### src/rtl/sdram_pkg.sv
// sdram_pkg: shared request type, queue FSM states and default widths for the SDRAM front end
package sdram_pkg;
   localparam int ADDR_W = 13;
   localparam int DATA_W = 16;
   localparam int DEPTH  = 4;
   localparam int STAT_W = 16;
   typedef struct packed {
      logic              we;
      logic [ADDR_W-1:0] addr;
      logic [DATA_W-1:0] data;
   } req_t;
   typedef enum logic [1:0] {IDLE, ISSUE, WAIT_ACK, WAIT_DONE} queue_state_e;
   function automatic logic [STAT_W-1:0] sat_inc(input logic [STAT_W-1:0] v);
      return (&v) ? v : v + 1'b1;
   endfunction
endpackage

### src/rtl/sdram_req_fifo.sv
// sdram_req_fifo: synchronous power-of-two FIFO with combinational head read
module sdram_req_fifo #(
   parameter int Width = 8,
   parameter int Depth = 4,
   localparam int PtrW = $clog2(Depth)
) (
   input  logic             i_sys_clk,
   input  logic             i_rst,
   input  logic             push,
   input  logic             pop,
   input  logic [Width-1:0] wdata,
   output logic [Width-1:0] rdata,
   output logic             full,
   output logic             empty,
   output logic [PtrW:0]    level
);
   logic [Width-1:0] mem [Depth];
   logic [PtrW-1:0] wp, rp;
   logic wr, rd;
   assign full  = level == (PtrW+1)'(Depth);
   assign empty = level == '0;
   assign wr    = push && !full;
   assign rd    = pop && !empty;
   assign rdata = mem[rp];
   always_ff @(posedge i_sys_clk)
      if (wr) mem[wp] <= wdata;
   always_ff @(posedge i_sys_clk)
      if (i_rst) begin
         wp    <= '0;
         rp    <= '0;
         level <= '0;
      end else begin
         wp    <= wr ? wp + 1'b1 : wp;
         rp    <= rd ? rp + 1'b1 : rp;
         level <= level + (PtrW+1)'(wr) - (PtrW+1)'(rd);
      end
endmodule

### src/rtl/sdram_req_queue.sv
// sdram_req_queue: in-order command buffer issuing one-cycle rd/wr pulses to the SDRAM controller.
// Define SDRAM_REQ_QUEUE_STATS_EN to add saturating issued-write/read counters.
module sdram_req_queue
   import sdram_pkg::*;
#(
   parameter int AddrWidth = ADDR_W,
   parameter int DataWidth = DATA_W,
   parameter int Depth     = DEPTH
) (
   input  logic                   i_sys_clk,
   input  logic                   i_rst,
   input  logic                   i_req_valid,
   output logic                   o_req_ready,
   input  logic                   i_req_we,
   input  logic [AddrWidth-1:0]   i_req_addr,
   input  logic [DataWidth-1:0]   i_req_data,
   output logic                   o_rsp_valid,
   output logic [DataWidth-1:0]   o_rsp_data,
   output logic [$clog2(Depth):0] o_level,
`ifdef SDRAM_REQ_QUEUE_STATS_EN
   output logic [STAT_W-1:0]      o_wr_count,
   output logic [STAT_W-1:0]      o_rd_count,
`endif
   output logic                   o_wr_req,
   output logic [AddrWidth-1:0]   o_wr_addr,
   output logic [DataWidth-1:0]   o_wr_data,
   output logic                   o_rd_req,
   output logic [AddrWidth-1:0]   o_rd_addr,
   input  logic                   i_ctrl_busy,
   input  logic                   i_rd_valid,
   input  logic [DataWidth-1:0]   i_rd_data
);
   typedef struct packed {
      logic                 we;
      logic [AddrWidth-1:0] addr;
      logic [DataWidth-1:0] data;
   } entry_t;
   entry_t in_ent, head;
   queue_state_e state;
   logic full, empty, pop, rd_pend, rsp_hit;
   assign in_ent      = '{we: i_req_we, addr: i_req_addr, data: i_req_data};
   assign o_req_ready = !full;
   assign pop         = state == IDLE && !empty && !i_ctrl_busy;
   assign rsp_hit     = rd_pend && i_rd_valid && (state == WAIT_ACK || state == WAIT_DONE);
   sdram_req_fifo #(.Width($bits(entry_t)), .Depth(Depth)) u_fifo (
      .i_sys_clk(i_sys_clk),
      .i_rst    (i_rst),
      .push     (i_req_valid && o_req_ready),
      .pop      (pop),
      .wdata    (in_ent),
      .rdata    (head),
      .full     (full),
      .empty    (empty),
      .level    (o_level)
   );
   always_ff @(posedge i_sys_clk)
      if (i_rst) begin
         state       <= IDLE;
         rd_pend     <= 1'b0;
         o_wr_req    <= 1'b0;
         o_rd_req    <= 1'b0;
         o_wr_addr   <= '0;
         o_wr_data   <= '0;
         o_rd_addr   <= '0;
         o_rsp_valid <= 1'b0;
         o_rsp_data  <= '0;
      end else begin
         o_wr_req    <= 1'b0;
         o_rd_req    <= 1'b0;
         o_rsp_valid <= rsp_hit;
         o_rsp_data  <= rsp_hit ? i_rd_data : o_rsp_data;
         case (state)
            IDLE:
               if (pop) begin
                  state    <= ISSUE;
                  rd_pend  <= !head.we;
                  o_wr_req <= head.we;
                  o_rd_req <= !head.we;
                  if (head.we) begin
                     o_wr_addr <= head.addr;
                     o_wr_data <= head.data;
                  end else o_rd_addr <= head.addr;
               end
            ISSUE:    state <= WAIT_ACK;
            WAIT_ACK: state <= i_ctrl_busy ? WAIT_DONE : WAIT_ACK;
            default:
               if (!i_ctrl_busy) begin
                  state   <= IDLE;
                  rd_pend <= 1'b0;
               end
         endcase
      end
`ifdef SDRAM_REQ_QUEUE_STATS_EN
   always_ff @(posedge i_sys_clk)
      if (i_rst) begin
         o_wr_count <= '0;
         o_rd_count <= '0;
      end else begin
         o_wr_count <= (state == ISSUE && o_wr_req) ? sat_inc(o_wr_count) : o_wr_count;
         o_rd_count <= (state == ISSUE && o_rd_req) ? sat_inc(o_rd_count) : o_rd_count;
      end
`endif
endmodule
### config.mk
export PLATFORM = sky130hd
export DESIGN_NAME = sdram_req_queue
export DESIGN_NICKNAME = d
export VERILOG_FILES = /design/src/rtl/sdram_pkg.sv /design/src/rtl/sdram_req_fifo.sv /design/src/rtl/sdram_req_queue.sv
export SDC_FILE = /design/constraint.sdc
export NUM_CORES = 1
export LEC_CHECK = 0
export ABC_AREA = 1
export CAP_MARGIN = 0
export CORE_UTILIZATION = 35
export CTS_CLUSTER_SIZE = 40
export DETAILED_ROUTE_END_ITERATION = 12
export GPL_ROUTABILITY_DRIVEN = 0
export GPL_TIMING_DRIVEN = 1
export PLACE_DENSITY_LB_ADDON = 0.25
export SYNTH_ARGS = -nofsm -noshare
export SYNTH_HDL_FRONTEND = slang
export SYNTH_SLANG_ARGS = --single-unit
export TNS_END_PERCENT = 50
### constraint.sdc
create_clock -name i_sys_clk -period 3 [get_ports i_sys_clk]
set_input_delay 0.6 -clock i_sys_clk [delete_from_list [all_inputs] [get_ports i_sys_clk]]
set_output_delay 0.6 -clock i_sys_clk [all_outputs]
set_load 0.005 [all_outputs]
==> results.yml, run 1 <==
cts:
  clk_latency_ns: 0.43
  hold_buffers: 0
  cts.htree.levels: 4
  cts_sinks: 193
  ctsResizeCount: 0
  clkTransAtPathRegs_ns: 0.07
  root_buffer: "clkbuf_16"
  cts_tree: "done"
  clockBufferDepth: 2
  post_cts_buffers: 0
  cts_buffers: 17
power_and_ir_drop:
  p_total_mw: 7.58
  clkPwrFrac_pct: 28.5
  internal-power_mw: 5.21
  switchingPower_mw: 2.36
  ir_drop_mv: 0.379
  power_density_nw_per_um2: 785
  swShare_pct: 31.2
  p_leak_nw: 3.85
  power_frac_seq_pct: 44.9
  pwr-share-comb_pct: 26.6
grt:
  antenna_found_initial: 0
  overflow: 0
  grt_pass1_vias: 4775
  grt_pass1_wl_mm: 25.1
  grt_max_degree: 59
  groute.usage.overall_pct: 14.8
yosys:
  ys_seq_area_share_pct: 66.6
  yosysWarnings: 0
  yosysUniqueCellTypes: 22
  synthesis.nets: 844
  synthDominantCellAreaShare_pct: 47.4
  synthTopCellsByArea: "edfxtp_1, dfxtp_1, nor2_1"
  synth_top_area_cell: "edfxtp_1"
  syn_inst: 782
  synth.cell_area_um2: 7600
  ys_ff_latch: 193
  synth.avg_cell_area_um2: 9.72
layout:
  area_delta_synth_final_pct: 27.0
  final_cell_area_um2: 9650
  fin_cells: 1181
  layout.nets: 955
  drive_gt1_share_pct: 6.07
  antenna_cells: 0
  multi_input_area_um2: 2130
  seq_area_um2: 5070
  fillers: 1980
route:
  dr.pass1.iters: 4
  wirelength_mm: 15.9
  vias: 5201
  drtIter0Drc: 289
  wl_per_cell_um: 13.5
  ant_nets: 0
  drc: 0
  vias_per_cell: 4.40
sta:
  worst_slew_pin_slew_ns: 0.636
  hold_viol: 0
  setup_viol: 0
  rsz0062_at_grt: "false"
  fin_skew_ns: 0.0106
  period_needed_ns: 2.18
  finalMaxSlewViolations: 0
  slew_headroom_pct: 57.6
  finalSetupTns_ns: 0
  fin_crit_sh_pct: 72.8
  fmax_mhz: 458
hold_path:
  min_path_type: "flip-flop to flip-flop"
floorplan:
  io_pins: 116
  start_util_pct: 35.9
  die-area_um2: 22300
  core.rowCount: 53
  die_w_um: 149
  fp.dieH_um: 149
  core-area_um2: 21200
placement:
  placedInstanceArea_um2: 9090
  dp_hpwl_mm: 10.1
  place.port_buffers: 115
  dp_cells: 1149
critical_path:
  crit_fanout: 3
  arrival_ns: 1.58
  critPathCaptureType: "primary output"
  startpoint_type: "flip-flop"
  crit_type: "flip-flop to primary output"
  crit_required_ns: 2.40
job:
  max_cap_violations: 0
status:
  status: "complete, no violations"
[routing by layer]
metal,global-route usage (%),vias up,routed length (µm)
met2,23.7,98,7320
li1,-,2728,-
met4,5.51,0,207
met5,0,-,0
met3,2.72,12,634
met1,20.0,2363,7740
[logic make-up (layout without fill, tap and decap cells)]
family / Yosys count / count (layout) / share of synthesized area [%]
AND/OR/NAND/NOR: 392 / 392 / 19.8
adder cells (fa/ha/maj): 11 / 11 / 1.91
buffers and inverters: 101 / 225 / 5.78
XOR/XNOR: 2 / 2 / 0.230
flip-flops: 193 / 193 / 66.6
AO/OA/AOI/OAI: 83 / 83 / 5.61
[cell usage in the layout, fill, tap and decap left out]
cell             instances
a21oi_1                 10
a21oi_4                  1
buf_12                   4
buf_4                   10
bufinv_16                1
clkbuf_1                 1
clkbuf_16               17
clkdlybuf4s50_1        115
clkinv_1                 2
clkinv_2                 3
clkinv_4                 2
clkinvlp_4               2
dfxtp_1                 72
dfxtp_2                  1
edfxtp_1               120
fa_1                     1
ha_1                    10
inv_1                   60
inv_2                    3
inv_6                    2
inv_8                    3
nand2_1                150
nand2_2                  1
nand3_1                 24
nand3_2                  1
nand3b_1                 1
nor2_1                 211
nor2_4                   4
o21ai_0                 56
o21ai_1                 16
xor2_1                   2
[power by group through the flow]
stage               sequential (mW)  clock [mW]  combinational (mW)
floorplan                      3.42           0                1.25
global placement               3.46           0                2.04
global route                   3.45        2.30                2.31
detailed placement             3.47           0                2.05
finish                         3.40        2.16                2.02
CTS                            3.41        2.21                2.06
[metrics by stage]
| step | util [%] | worst slack (ns) | hold slack, ns |
|---|---|---|---|
| finish | 45.6 | 0.817 | 0.466 |
| global route | 45.6 | 0.658 | 0.498 |
| CTS | 45.6 | 0.793 | 0.463 |
| detailed placement | 43.0 | 0.433 | 0.456 |
| global placement | 43.0 | 0.466 | 0.448 |
| floorplan | - | 0.543 | 0.433 |
[worst max-delay path, cell delays in order, from the launching register on]
cell,delay [ns]
dfxtp_1,0.33
nor2_1,0.27
nand2_1,0.11
clkdlybuf4s50_1,0.46
[sequential cells by signal, indices dropped and copies added, names as in the netlist, 2 cells and up, named ones only]
name,cells
o_rsp_data,16
state,2
u_fifo.rp,2
o_rd_addr,13
o_wr_data,16
u_fifo.mem,120
u_fifo.level,3
o_wr_addr,13
u_fifo.wp,2
[path summary, 6_finish.rpt]
| check | startpoint | endpoint | slack [ns] | cells after the start |
|---|---|---|---|---|
| setup reg to reg | u_fifo.level[0] | u_fifo.level[2] | 0.85 | 8 |
| hold reg to reg | u_fifo.rp[1] | flip-flop | 0.47 | 2 |
| hold / removal | u_fifo.rp[1] | flip-flop | 0.47 | 2 |
| setup / recovery | u_fifo.level[0] | o_req_ready | 0.82 | 3 |
[synth_stat cells]
cell type  instances
nor2_1           215
nand2_1          150
edfxtp_1         120
dfxtp_1           73
inv_1             60
o21ai_0           56
nand3_1           25
o21ai_1           16
buf_2             15
clkbuf_1          12
a21oi_1           10
ha_1              10
buf_4              7
buf_6              2
clkinv_1           2
inv_2              2
xor2_1             2
a21oi_4            1
buf_1              1
fa_1               1
nand2_2            1
nand3b_1           1
[cell type report]
type	instances	share of cell area, %
Clock buffer	18	4.45
Sequential cell	193	52.5
Timing Repair Buffer	129	13.5
Multi-Input combinational cell	488	22.1
Clock inverter	14	1.37
Tap cell	275	3.56
Inverter	64	2.49
Note: power is estimated with default switching activity, not from simulation.
==> run 2: changes to the inputs <==
==> constraint.sdc (replaced) <==
create_clock -name i_sys_clk -period 2.3 [get_ports i_sys_clk]
set_input_delay 0.46 -clock i_sys_clk [delete_from_list [all_inputs] [get_ports i_sys_clk]]
set_output_delay 0.46 -clock i_sys_clk [all_outputs]
set_load 0.005 [all_outputs]
==> results.yml, run 2 (synthesized netlist as in run 1, its figures left out) <==
cts:
  cts_buffers: 17
  clk_latency_ns: 0.44
  hold_buffers: 0
  clkTransAtPathRegs_ns: 0.07
  root_buffer: "clkbuf_16"
  post_cts_buffers: 0
  clockBufferDepth: 2
  cts_sinks: 193
  ctsResizeCount: 0
  cts_tree: "done"
  cts.htree.levels: 4
hold_path:
  min_path_type: "flip-flop to flip-flop"
  whs_path_depth: 2
  worstHoldStart: "u_fifo.rp[1]"
critical_path:
  cp_cell_sequence: "inv_1, ha_1, nand2_1, a21oi_4, ha_1, inv_1, ha_1, fa_1, xor2_1, nor2_1"
  crit_required_ns: 2.62
  r2r-end: "u_fifo.level[2]"
  worstRegToRegCells: 10
  startpoint_type: "flip-flop"
  reg2reg_from: "state[0]"
  crit_path_frequent_cell: "ha_1"
  critPathCaptureType: "flip-flop"
  crit_fanout: 4
  arrival_ns: 2.43
  regToRegSetupSlack_ns: 0.19
  critPathMaxStageDelay_ns: 0.39
  slowest_stage: "dfxtp_1"
  crit_type: "flip-flop to flip-flop"
grt:
  antenna_found_initial: 0
  grt_max_degree: 38
  groute.usage.overall_pct: 15.1
  overflow: 0
  grt_pass1_vias: 4789
  grt_pass1_wl_mm: 25.4
power_and_ir_drop:
  power_density_nw_per_um2: 1040
  ir_drop_mv: 0.445
  p_total_mw: 10.2
  p_leak_nw: 3.93
sta:
  hold_viol: 0
  fmax_mhz: 473
  slew_headroom_pct: 68.3
  fin_skew_ns: 0.0152
  fin_ws_ns: 0.187
  period_needed_ns: 2.11
  fin_crit_sh_pct: 91.9
  setup_viol: 0
  rsz0062_at_grt: "false"
  whs_ns: 0.461
  worst_slew_pin_slew_ns: 0.473
  finalSetupTns_ns: 0
  finalMaxSlewViolations: 0
layout:
  largest_reg_flops: 120
  final_cell_area_um2: 9810
  top_register: "u_fifo.mem"
  drive_gt1_share_pct: 7.42
  layout.nets: 966
  antenna_cells: 0
  mostFrequentLayoutCell: "nor2_1"
  area_delta_synth_final_pct: 29.0
  largestRegisters: "u_fifo.mem: 120 flops, o_rsp_data: 16 flops, o_wr_data: 16 flops"
  layout_common_cells: "nor2_1, nand2_1, edfxtp_1"
floorplan:
  core.rowCount: 53
  start_util_pct: 35.9
  die_w_um: 149
  io_pins: 116
  fp.dieH_um: 149
  core-area_um2: 21200
  die-area_um2: 22300
route:
  dr.pass1.iters: 5
  wl_per_cell_um: 13.5
  drc: 0
  ant_nets: 0
  drtIter0Drc: 359
  vias_per_cell: 4.44
  vias: 5292
  wirelength_mm: 16.0
status:
  status: "complete, no violations"
placement:
  place.port_buffers: 115
  place_ws_ns: -0.0878
  dp_hpwl_mm: 10.3
  placedInstanceArea_um2: 9200
job:
  max_cap_violations: 0
run 2: worst max-delay path: cells and delay by family, from the launching register on:
kind,cells,cell delay (ns)
buffers and inverters,2,0.13
AOI/OAI and AO/OA,1,0.05
and+or+nand+nor,2,0.18
adders and majority gates,4,1.09
xor gates and xnor gates,1,0.17
DFF,1,0.39
run 2: area by class of cell:
class	instances	area, µm²
fill	1939	11300
sequential	193	5070
multi-input combinational	488	2130
timing repair buffer	140	1410
clock buffer	17	425
tap	275	344
inverter	64	240
clock inverter	15	188
run 2: how the worst max path moves through the flow:
stage | from | endpoint | slack [ns] | cells past startpoint
after floorplan | u_fifo.level[1] | u_fifo.mem[0][0] | -0.14 | 4
after global placement | i_ctrl_busy | u_fifo.level[2] | -0.04 | 10
after detailed placement | i_ctrl_busy | u_fifo.level[2] | -0.09 | 10
after CTS | state[0] | u_fifo.level[2] | 0.17 | 10
after global routing | state[0] | u_fifo.level[2] | 0.04 | 10
final | state[0] | u_fifo.level[2] | 0.19 | 10
run 2: per-layer routing:
| metal | global-route usage, % | part of all wire [%] | vias to the layer above |
|---|---|---|---|
| met5 | 0 | 0 | - |
| met3 | 3.39 | 4.4 | 15 |
| met1 | 20.7 | 48 | 2426 |
| met2 | 23.0 | 46 | 105 |
| li1 | - | - | 2746 |
| met4 | 5.97 | 1.6 | 0 |
run 2: through the flow:
step | cells | util (%)
3_5_place_dp | 1160 | 43.5
6_report | 1192 | 46.4
4_1_cts | 1192 | 46.4
3_3_place_gp | 1160 | 43.5
2_1_floorplan | 782 | -
5_1_grt | 1192 | 46.4
run 2: power by group:
part | total (mW) | leakage (nW) | internal [mW] | switching (mW)
logic | 2.77 | 1.95 | 1.17 | 1.60
registers | 4.39 | 1.69 | 4.18 | 0.212
clock network | 3.02 | 0.293 | 1.66 | 1.36
==> run 3: changes to the inputs <==
--- a/config.mk
+++ b/config.mk
@@ -12,7 +12,6 @@
 export DETAILED_ROUTE_END_ITERATION = 12
 export GPL_ROUTABILITY_DRIVEN = 0
 export GPL_TIMING_DRIVEN = 1
-export PLACE_DENSITY_LB_ADDON = 0.25
 export SYNTH_ARGS = -nofsm -noshare
 export SYNTH_HDL_FRONTEND = slang
 export SYNTH_SLANG_ARGS = --single-unit
==> results.yml, run 3 (synthesized netlist as in run 1, its figures left out) <==
floorplan:
  die-area_um2: 22300
  core.rowCount: 53
  die_w_um: 149
  io_pins: 116
  fp.dieH_um: 149
  core-area_um2: 21200
  start_util_pct: 35.9
cts:
  clkTransAtPathRegs_ns: 0.08
  hold_buffers: 0
  clk_latency_ns: 0.43
  clockBufferDepth: 2
  post_cts_buffers: 0
  cts_sinks: 193
  cts_tree: "done"
  cts.htree.levels: 4
  cts_buffers: 17
  ctsResizeCount: 0
  root_buffer: "clkbuf_16"
critical_path:
  critPathCaptureType: "primary output"
  crit_family: "buffers and inverters"
  crit_type: "flip-flop to primary output"
  crit_required_ns: 1.84
  startpoint_type: "flip-flop"
  arrival_ns: 1.61
  critPathBufInv: 1
  slowest_stage: "clkdlybuf4s50_1"
  cp_cell_sequence: "nor2_1, nand2_1, clkdlybuf4s50_1"
  crit_fanout: 4
  critPathMaxStageDelay_ns: 0.45
layout:
  layout_common_cells: "nor2_1, nand2_1, edfxtp_1"
  fin_cells: 1193
  layout.nets: 966
  largestRegisters: "u_fifo.mem: 120 flops, o_rsp_data: 16 flops, o_wr_data: 16 flops"
  top_register: "u_fifo.mem"
  area_delta_synth_final_pct: 28.4
  largest_reg_flops: 120
  mostFrequentLayoutCell: "nor2_1"
  final_util_pct: 46.1
  drive_gt1_share_pct: 7.42
sta:
  setup_viol: 0
  rsz0062_at_grt: "false"
  period_needed_ns: 2.07
  fin_skew_ns: 0.0104
  fmax_mhz: 483
  slew_headroom_pct: 68.2
  fin_crit_sh_pct: 89.9
  whs_ns: 0.467
  finalMaxSlewViolations: 0
  fin_ws_ns: 0.231
  worst_slew_pin_slew_ns: 0.476
  hold_viol: 0
route:
  vias: 5325
  drc: 0
  wl_per_cell_um: 13.8
  dr.pass1.iters: 4
  ant_nets: 0
  drtIter0Drc: 341
  wirelength_mm: 16.4
  vias_per_cell: 4.46
grt:
  antenna_found_initial: 1
  grt_pass1_wl_mm: 26.0
  grt_max_degree: 31
  grt_pass1_vias: 4896
  overflow: 0
  groute.usage.overall_pct: 15.3
power_and_ir_drop:
  p_leak_nw: 3.92
  power_density_nw_per_um2: 1020
  p_total_mw: 9.99
  ir_drop_mv: 0.525
placement:
  dp_cells: 1160
  place_ws_ns: -0.0638
  place.port_buffers: 115
  dp_hpwl_mm: 10.4
hold_path:
  min_path_type: "flip-flop to flip-flop"
job:
  max_cap_violations: 0
status:
  status: "complete, no violations"
==> run 3: changes by cell type in the layout (fill, tap and decap cells not counted) <==
| cell | change |
|---|---|
| inv_6 | +1 |
| nor2_2 | +4 |
| buf_4 | -1 |
| nor2_4 | -4 |
| buf_12 | +1 |
| clkinvlp_2 | -1 |
| bufinv_16 | -2 |
| diode_2 | +1 |
| clkinv_2 | +2 |
==> run 3: through the flow <==
| stage | TNS (ns) | cell area (µm²) |
|---|---|---|
| 6_report | 0 | 9760 |
| 5_1_grt | 0 | 9760 |
| 4_1_cts | 0 | 9760 |
| 3_5_place_dp | -0.0698 | 9190 |
| 3_3_place_gp | -0.0320 | 9190 |
| 2_1_floorplan | -16.81 | 7600 |
==> run 3: power by group <==
part | leakage [nW] | total (mW) | switching [mW] | internal, mW
Clock | 0.277 | 2.84 | 1.39 | 1.44
Sequential | 1.69 | 4.42 | 0.239 | 4.18
Combinational | 1.94 | 2.74 | 1.57 | 1.17
Total | 3.92 | 9.99 | 3.21 | 6.78
==> run 3: path summary, 6_finish.rpt <==
check | start | end | slack (ns) | cells past startpoint
max reg2reg | state[0] | u_fifo.level[2] | 0.24 | 10
max | u_fifo.level[1] | o_req_ready | 0.23 | 3
min | u_fifo.rp[1] | u_fifo.rp[1] | 0.47 | 2
min reg2reg | u_fifo.rp[1] | u_fifo.rp[1] | 0.47 | 2
==> run 3: layout make-up <==
cell class                      instances  area [µm²]
Sequential cell                       193        5070
Multi-Input combinational cell        488        2110
Clock inverter                         15         141
Timing Repair Buffer                  140        1430
Antenna cell                            1        2.50
Fill cell                            1948       11400
Tap cell                              275         344
Inverter                               64         240
Clock buffer                           17         425
==> run 3: layer usage <==
| metal | GRT usage (%) | routed length [µm] | vias to the layer above | share of wire, % |
|---|---|---|---|---|
| li1 | - | - | 2748 | - |
| met1 | 20.6 | 7730 | 2458 | 47 |
| met2 | 24.5 | 7810 | 104 | 48 |
| met3 | 3.52 | 716 | 15 | 4.4 |
| met4 | 4.80 | 179 | 0 | 1.1 |
| met5 | 0 | 0 | - | 0 |
==> run 3: worst min-delay path, delay by kind of cell, from the launching register on <==
family | cells | cell delay (ns)
DFF | 1 | 0.31
buffers and inverters | 1 | 0.05
AOI/OAI and AO/OA | 1 | 0.06
